[src/rtl/alu_wb_pkg.sv]
// Shared types and constants for the ALU writeback stage.
package alu_wb_pkg;

    localparam int unsigned DATA_W  = 16;
    localparam int unsigned RADDR_W = 4;
    localparam int unsigned CNT_W   = 16;
    localparam int unsigned DEPTH   = 2;

    localparam int unsigned FLAG_N = 3;
    localparam int unsigned FLAG_Z = 2;
    localparam int unsigned FLAG_C = 1;
    localparam int unsigned FLAG_V = 0;

    typedef struct packed {
        logic [DATA_W-1:0]  data;
        logic [RADDR_W-1:0] rd;
        logic               we;
        logic               setflags;
        logic               n;
        logic               z;
        logic               c;
        logic               v;
    } wb_entry_t;

    // Pack an entry's flag bits into the committed {N,Z,C,V} layout.
    function automatic logic [3:0] entry_flags(input wb_entry_t e);
        logic [3:0] f;
        f         = '0;
        f[FLAG_N] = e.n;
        f[FLAG_Z] = e.z;
        f[FLAG_C] = e.c;
        f[FLAG_V] = e.v;
        return f;
    endfunction

endpackage

[src/rtl/alu_wb_if.sv]
// ALU-result input and register-file write handshakes of the writeback stage.
interface alu_wb_if;
    import alu_wb_pkg::*;

    logic               in_valid;
    logic               in_ready;
    logic [DATA_W-1:0]  in_result;
    logic               in_carry;
    logic               in_overflow;
    logic               in_zero;
    logic               in_negative;
    logic [RADDR_W-1:0] in_rd;
    logic               in_we;
    logic               in_setflags;
    logic               out_valid;
    logic               out_ready;
    logic               out_we;
    logic [RADDR_W-1:0] out_rd;
    logic [DATA_W-1:0]  out_data;

    modport slave (
        input  in_valid, in_result, in_carry, in_overflow, in_zero, in_negative,
               in_rd, in_we, in_setflags, out_ready,
        output in_ready, out_valid, out_we, out_rd, out_data
    );

    modport master (
        output in_valid, in_result, in_carry, in_overflow, in_zero, in_negative,
               in_rd, in_we, in_setflags, out_ready,
        input  in_ready, out_valid, out_we, out_rd, out_data
    );

endinterface

[src/rtl/wb_skid_fifo.sv]
// Two-entry elastic buffer of writeback entries; ready, valid and head are all registered.
module wb_skid_fifo
    import alu_wb_pkg::*;
(
    input  logic      clk,
    input  logic      rst,
    input  logic      in_valid,
    output logic      in_ready,
    input  wb_entry_t in_entry,
    output logic      out_valid,
    input  logic      out_ready,
    output wb_entry_t out_entry
);

    localparam int unsigned PTR_W = (DEPTH > 1) ? $clog2(DEPTH) : 1;
    localparam int unsigned OCC_W = $clog2(DEPTH + 1);

    wb_entry_t          mem_q [DEPTH];
    wb_entry_t          mem_n [DEPTH];
    logic [PTR_W-1:0]   wr_ptr_q, wr_ptr_n;
    logic [PTR_W-1:0]   rd_ptr_q, rd_ptr_n;
    logic [OCC_W-1:0]   occ_q, occ_n;
    logic               push;
    logic               pop;

    // Next buffer state; the head register is loaded from the post-update view.
    always_comb begin
        push     = in_valid && in_ready;
        pop      = out_valid && out_ready;
        mem_n    = mem_q;
        wr_ptr_n = wr_ptr_q;
        rd_ptr_n = rd_ptr_q;
        if (push) begin
            mem_n[wr_ptr_q] = in_entry;
            wr_ptr_n = (wr_ptr_q == PTR_W'(DEPTH - 1)) ? '0 : wr_ptr_q + PTR_W'(1);
        end
        if (pop) begin
            rd_ptr_n = (rd_ptr_q == PTR_W'(DEPTH - 1)) ? '0 : rd_ptr_q + PTR_W'(1);
        end
        occ_n = occ_q + OCC_W'(push) - OCC_W'(pop);
    end

    always_ff @(posedge clk) begin
        if (rst) begin
            mem_q     <= '{default: '0};
            wr_ptr_q  <= '0;
            rd_ptr_q  <= '0;
            occ_q     <= '0;
            in_ready  <= 1'b1;
            out_valid <= 1'b0;
            out_entry <= '0;
        end else begin
            mem_q     <= mem_n;
            wr_ptr_q  <= wr_ptr_n;
            rd_ptr_q  <= rd_ptr_n;
            occ_q     <= occ_n;
            in_ready  <= (occ_n != OCC_W'(DEPTH));
            out_valid <= (occ_n != '0);
            out_entry <= (occ_n != '0) ? mem_n[rd_ptr_n] : '0;
        end
    end

endmodule

[src/rtl/alu_wb_stage.sv]
// Execute-to-writeback stage: buffers ALU results, drives the register-file
// write port, commits NZCV in retire order and counts retired operations.
module alu_wb_stage
    import alu_wb_pkg::*;
(
    input  logic             clk,
    input  logic             rst,
    alu_wb_if.slave          bus,
    output logic [3:0]       flags,
    output logic [CNT_W-1:0] retired_cnt
);

    wb_entry_t in_entry;
    wb_entry_t head;
    logic      head_valid;
    logic      fifo_ready;
    logic      retire;

    always_comb begin
        in_entry          = '0;
        in_entry.data     = bus.in_result;
        in_entry.rd       = bus.in_rd;
        in_entry.we       = bus.in_we;
        in_entry.setflags = bus.in_setflags;
        in_entry.n        = bus.in_negative;
        in_entry.z        = bus.in_zero;
        in_entry.c        = bus.in_carry;
        in_entry.v        = bus.in_overflow;
    end

    wb_skid_fifo u_fifo (
        .clk       (clk),
        .rst       (rst),
        .in_valid  (bus.in_valid),
        .in_ready  (fifo_ready),
        .in_entry  (in_entry),
        .out_valid (head_valid),
        .out_ready (bus.out_ready),
        .out_entry (head)
    );

    // The head register is zeroed whenever the buffer is empty.
    assign bus.in_ready  = fifo_ready;
    assign bus.out_valid = head_valid;
    assign bus.out_we    = head.we;
    assign bus.out_rd    = head.rd;
    assign bus.out_data  = head.data;

    assign retire = head_valid && bus.out_ready;

    // Architectural flags and the retire counter only move on a retire.
    always_ff @(posedge clk) begin
        if (rst) begin
            flags       <= '0;
            retired_cnt <= '0;
        end else if (retire) begin
            retired_cnt <= retired_cnt + CNT_W'(1);
            if (head.setflags) begin
                flags <= entry_flags(head);
            end
        end
    end

endmodule

[src/flat_wrapper.sv]
// flat-port wrapper written by rule: the top's interface ports become plain ports
module alu_wb_stage_flat import alu_wb_pkg::*;
  (clk, rst, flags, retired_cnt, bus_in_valid, bus_in_result, bus_in_carry, bus_in_overflow, bus_in_zero, bus_in_negative, bus_in_rd, bus_in_we, bus_in_setflags, bus_out_ready, bus_in_ready, bus_out_valid, bus_out_we, bus_out_rd, bus_out_data);
  alu_wb_if bus_i ();
  input  logic clk;
  input  logic rst;
  output logic [3:0] flags;
  output logic [CNT_W-1:0] retired_cnt;
  input wire logic [$bits(bus_i.in_valid)-1:0] bus_in_valid;
  input wire logic [$bits(bus_i.in_result)-1:0] bus_in_result;
  input wire logic [$bits(bus_i.in_carry)-1:0] bus_in_carry;
  input wire logic [$bits(bus_i.in_overflow)-1:0] bus_in_overflow;
  input wire logic [$bits(bus_i.in_zero)-1:0] bus_in_zero;
  input wire logic [$bits(bus_i.in_negative)-1:0] bus_in_negative;
  input wire logic [$bits(bus_i.in_rd)-1:0] bus_in_rd;
  input wire logic [$bits(bus_i.in_we)-1:0] bus_in_we;
  input wire logic [$bits(bus_i.in_setflags)-1:0] bus_in_setflags;
  input wire logic [$bits(bus_i.out_ready)-1:0] bus_out_ready;
  output wire logic [$bits(bus_i.in_ready)-1:0] bus_in_ready;
  output wire logic [$bits(bus_i.out_valid)-1:0] bus_out_valid;
  output wire logic [$bits(bus_i.out_we)-1:0] bus_out_we;
  output wire logic [$bits(bus_i.out_rd)-1:0] bus_out_rd;
  output wire logic [$bits(bus_i.out_data)-1:0] bus_out_data;
  assign bus_i.in_valid = bus_in_valid;
  assign bus_i.in_result = bus_in_result;
  assign bus_i.in_carry = bus_in_carry;
  assign bus_i.in_overflow = bus_in_overflow;
  assign bus_i.in_zero = bus_in_zero;
  assign bus_i.in_negative = bus_in_negative;
  assign bus_i.in_rd = bus_in_rd;
  assign bus_i.in_we = bus_in_we;
  assign bus_i.in_setflags = bus_in_setflags;
  assign bus_i.out_ready = bus_out_ready;
  assign bus_in_ready = bus_i.in_ready;
  assign bus_out_valid = bus_i.out_valid;
  assign bus_out_we = bus_i.out_we;
  assign bus_out_rd = bus_i.out_rd;
  assign bus_out_data = bus_i.out_data;
  alu_wb_stage u_core (.clk(clk), .rst(rst), .bus(bus_i), .flags(flags), .retired_cnt(retired_cnt));
endmodule
[config.mk]
export PLATFORM = sky130hd
export DESIGN_NAME = alu_wb_stage_flat
export DESIGN_NICKNAME = d
export VERILOG_FILES = /design/src/rtl/alu_wb_pkg.sv /design/src/rtl/alu_wb_if.sv /design/src/rtl/wb_skid_fifo.sv /design/src/rtl/alu_wb_stage.sv /design/src/flat_wrapper.sv
export SDC_FILE = /design/constraint.sdc
export NUM_CORES = 1
export LEC_CHECK = 0
export CAP_MARGIN = 10
export CORE_MARGIN = 3
export CORE_UTILIZATION = 35
export CTS_CLUSTER_DIAMETER = 30
export CTS_CLUSTER_SIZE = 14
export DETAILED_ROUTE_END_ITERATION = 8
export DONT_BUFFER_PORTS = 1
export PLACE_DENSITY = 0.6
export SYNTH_ARGS = -nofsm -noshare
export SYNTH_HDL_FRONTEND = slang
export SYNTH_SLANG_ARGS = --single-unit
[constraint.sdc]
create_clock -name clk -period 4.1 [get_ports clk]
set_input_delay 0.82 -clock clk [delete_from_list [all_inputs] [get_ports clk]]
set_output_delay 0.82 -clock clk [all_outputs]
set_load 0.01 [all_outputs]
* Yosys cells after proc, flatten, opt, wreduce, memory -nomap -nowiden
Index checks and enable logic that the tools add are counted.
Cells by class: add/subtract/negate cells 5, multiplexer cells 10, bitwise operators 3, order comparisons 3, reduce and logical (&&, ||, !) cells 6, eq/ne operators 1
Operators with widths (number):
- 26-bit two-way mux | 4
- 52-bit bitwise mux | 1
- 52-bit two-way mux | 1
- 26-bit demux with 1-bit select | 1
- 16-bit by 1-bit adder with 16-bit output (second input constant) | 1
- 2-bit >= comparator (second input constant) | 2
- 1-bit inverter with 2-bit output | 2
- 1-bit logical AND | 3
- 1-bit two-way mux | 3
- 1-bit adder (second input constant) | 2
- 2-bit by 1-bit adder with 2-bit output | 1
- 2-bit by 1-bit < comparator with 1-bit output (second input constant) | 1
- 2-bit != test (second input constant) | 1
- 2-bit AND reduction | 1
- 2-bit nonzero test | 1
- 2-bit OR reduction | 1
- 2-bit by 1-bit subtractor with 2-bit output | 1
- 1-bit inverter | 1
Storage, ports and cells: bits of input ports 30, word-level logic and storage cells 59, register bits after elaboration 104

* Logic depth before layout (Yosys ltp)
depth after elaboration 10, gate-level depth with buffers 9, depth with buffers taken out 7

* Cells and area by module
Synthesis repeated with hierarchy kept, for this count alone.
Second synthesis, totals: cells, all modules 411, area, all modules 4097.7 µm²
By module, submodules not included:
- wb_skid_fifo | instances 1, area an instance 3205.6 µm², cells an instance 314, seq. area each 1681.6 µm²
- alu_wb_stage | instances 1, area an instance 892.1 µm², cells an instance 97, seq. area each 400.4 µm²

* Worst setup path before layout
Ideal clock, no wire load.
kind in2reg, from in bus_out_ready, to reg u_core.u_fifo.out_entry[10] (netlist bit), path buffers 2, slack 1.615 ns, cell stages on the path 9, arrival time 2.425 ns, data required time 4.040 ns, path through buf_4 -> nand2_2 -> xor2_1 -> ha_1 -> xnor2_1 -> nand4_1 -> a31oi_2 -> clkbuf_1 -> and3_1
On the way: word-level cells in the longest chain between the ends 6, elaborated cells on any way between the ends 10
RTL lines:
- from (decl) | RTL line flat_wrapper.sv:18 | input wire logic [$bits(bus_i.out_ready)-1:0] bus_out_ready;
- 1-bit logical AND (*) | RTL line wb_skid_fifo.sv:29 | pop = out_valid && out_ready;
- parallel branches: the longest is 5 deep, another holds 2-bit by 1-bit subtractor with 2-bit output
- to (signal assigned) | RTL line wb_skid_fifo.sv:59 | out_entry <= (occ_n != '0) ? mem_n[rd_ptr_n] : '0;
- to (decl) | RTL line wb_skid_fifo.sv:12 | output wb_entry_t out_entry
Every way passes the cells marked *. The select of a mux whose other input is x is not followed. A chain may end at the register's enable or synchronous reset.

* Final worst setup path
from reg u_core.u_fifo.out_valid, to reg u_core.u_fifo.out_entry[13] (netlist bit)
On the way: word-level cells in the longest chain between the ends 6, elaborated cells on any way between the ends 10
RTL lines:
- from (decl) | RTL line wb_skid_fifo.sv:10 | output logic out_valid,
- from (signal assigned) | RTL line wb_skid_fifo.sv:58 | out_valid <= (occ_n != '0);
- 1-bit logical AND (*) | RTL line wb_skid_fifo.sv:29
- parallel branches: the longest is 5 deep, another holds 2-bit by 1-bit subtractor with 2-bit output
Marked as above.

==> impl_metrics.ini <==
[floorplan]
die_width_um = 114
initial_core_util = 0.367
ios = 73
dieHeight_um = 114
fp-row-count = 38
core_um2 = 11100
die-area_um2 = 12900

[synth]
yosysWarnings = 0
yosysMostFrequentCell = dfxtp_1
netlist.area_leader.share = 0.512
yosys.area.top_type = dfxtp_1
synthArstFlopShare = 0
synth_edf_count = 0
ys_ff_latch = 104
syn_nets = 456
ys_seq_area_frac = 0.512
ys.flop_type = dfxtp_1
ys_types = 39
synth.cell_area_um2 = 4060
avgSynthCellArea_um2 = 9.58
synth_cells = 424
synth_area_leaders = dfxtp_1 (51%), mux2i_1 (14%), nor2_1 (6.9%)
synth_common_cells = dfxtp_1 (104), nor2_1 (75), nand2_1 (58)

[timing]
fin_hold_ws_ns = 0.466
tightest_slew_ns = 1.00
relSlewSlack = 0.333
rsz0062_at_grt = false
finalCritPeriodShare = 0.609
finalWorstSetupSlack_ns = 1.60
skew_ns = 0.0101
post-route-min-period_ns = 2.50
slew_viol_final = 0
setup_viol = 0
fin_tns_setup_ns = 0
timing.fmax_mhz = 401
finalHoldViolCount = 0

[setup_path]
worstPathArrival_ns = 2.77
critical-path-slowest-cell = dfxtp_1
end_kind = flop
crit_type = reg -> reg
cpPeakStageDelay_ns = 0.64
required_ns = 4.38
crit_path_cell_trace = nand2_2 -> xor2_1 -> ha_1 -> xnor2_1 -> nand4_1 -> a31oi_2 -> buf_4 -> and3_1
critPathMaxFanout = 27
start_kind = flop

[hold_path]
min-delay-path-class = reg -> reg

[cts]
hold_buffers = 0
cts_resized = 0
clock-root-buffer = clkbuf_16
post_cts_buffers = 0
cts_sinks = 104
path_clk_slew_ns = 0.07
cts_buffers = 9
cts_tree = yes
cts_max_level = 3
cts_buffer_depth = 2
insertion_delay_ns = 0.34

[placed_design]
placedCellCount = 524
dp_hpwl_um = 5350
gp_congestion = 0.762
placed_cell_area_um2 = 4030
portBuffers = 0
preCtsSetupSlack_ns = 1.55

[cells_and_area]
multiInputGateArea_um2 = 1740
n_fill_cell = 1088
diodes = 0
postLayoutCellArea_um2 = 4330
fin_cells = 540
finalNetCount = 427
drive_gt1_frac = 0.0825
area_growth_pct = 6.65
final-seq-area_um2 = 2080

[pwr]
p_per_area_nw_per_um2 = 650
vdd_drop_max_uv = 206
p_leak_nw = 2.09

[run_status]
outcome = complete, no violations

[run]
cap_viol_max_count = 0

[route]
drtIter0Drc = 138
routed_wl_um = 8400
routed_via_density = 4.91
drt-wirelength-per-cell_um = 15.6
dr.pass1.iters = 4
num_vias = 2654
ant_nets = 0
drc_errors = 0

[grt]
grt_pass1_wl_um = 13700
antenna_found_initial = 0
grt-ovfl-total = 0
track_usage = 0.136
grt_pass1_vias = 2688
grt_max_degree = 83
==> state kept, by name, summed over array words and instances (netlist names) <==
signal	cells
u_core.u_fifo.out_entry	26
u_core.u_fifo.out_valid	1
u_core.u_fifo.in_ready	1
u_core.flags	4
u_core.u_fifo.rd_ptr_q	1
u_core.retired_cnt	16
u_core.u_fifo.occ_q	2
u_core.u_fifo.wr_ptr_q	1
u_core.u_fifo.mem_q	52
==> power by group <==
part           internal, mW  switching (mW)  leakage, nW
logic                 0.253           0.364         1.09
registers              1.19           0.142        0.849
clock network         0.492           0.371        0.145
total                  1.94           0.878         2.09
==> critical path: cells and delay by family, from the launching register on <==
| family | cells | cell delay (ns) |
|---|---|---|
| compound gates | 1 | 0.21 |
| xor+xnor | 2 | 0.44 |
| simple gates | 3 | 0.64 |
| buf+inv | 1 | 0.31 |
| fa+ha+maj | 1 | 0.19 |
| flops | 1 | 0.64 |
==> layer usage <==
metal  vias to the layer above  global-route usage  share of wire
met1                      1262               0.159           0.42
met3                        10              0.0467          0.088
met5                         -                   0              0
li1                       1318                   -              -
met2                        64               0.221           0.48
met4                         0              0.0665          0.019
==> cell usage in the layout (no fill, tap or decap), types with 5 or more instances in the layout <==
cell type  instances
mux2i_1           56
dfxtp_1          104
nor2_1            75
xor2_1             6
nand2_1           58
xnor2_1            6
clkbuf_16          9
and3_1            26
a21oi_1            5
nand4_1            5
==> final cells by class <==
class	instances	share of cell area
flip-flops and latches	104	0.480
multi-input cells	274	0.401
clock buffers	10	0.0551
well taps	140	0.0404
clock inverters	6	0.0156
repair buffers	3	0.00520
inverters	3	0.00260
==> final timing paths <==
kind,cells after the start,to,slack [ns],from
min reg2reg,2,u_core.flags[3],0.47,u_core.u_fifo.out_entry[3]
max,8,u_core.u_fifo.out_entry[13],1.60,u_core.u_fifo.out_valid
min,2,u_core.flags[3],0.47,u_core.u_fifo.out_entry[3]
max reg2reg,8,u_core.u_fifo.out_entry[13],1.60,u_core.u_fifo.out_valid
==> per-stage QoR <==
stage                     power, mW   util
final                          2.82  0.391
after global routing           3.00  0.391
after CTS                      2.86  0.391
after detailed placement       1.99  0.364
after global placement         1.97  0.364
after floorplan                1.93      -
==> cell families after synthesis <==
kind of cell             synth area share
AND/OR/NAND/NOR                     0.220
AO/OA/AOI/OAI                      0.0175
buffers and inverters              0.0671
flip-flops                          0.512
multiplexers                        0.143
adder cells (fa/ha/maj)           0.00616
XOR/XNOR                           0.0339
Power figures use the tool's default switching activity.
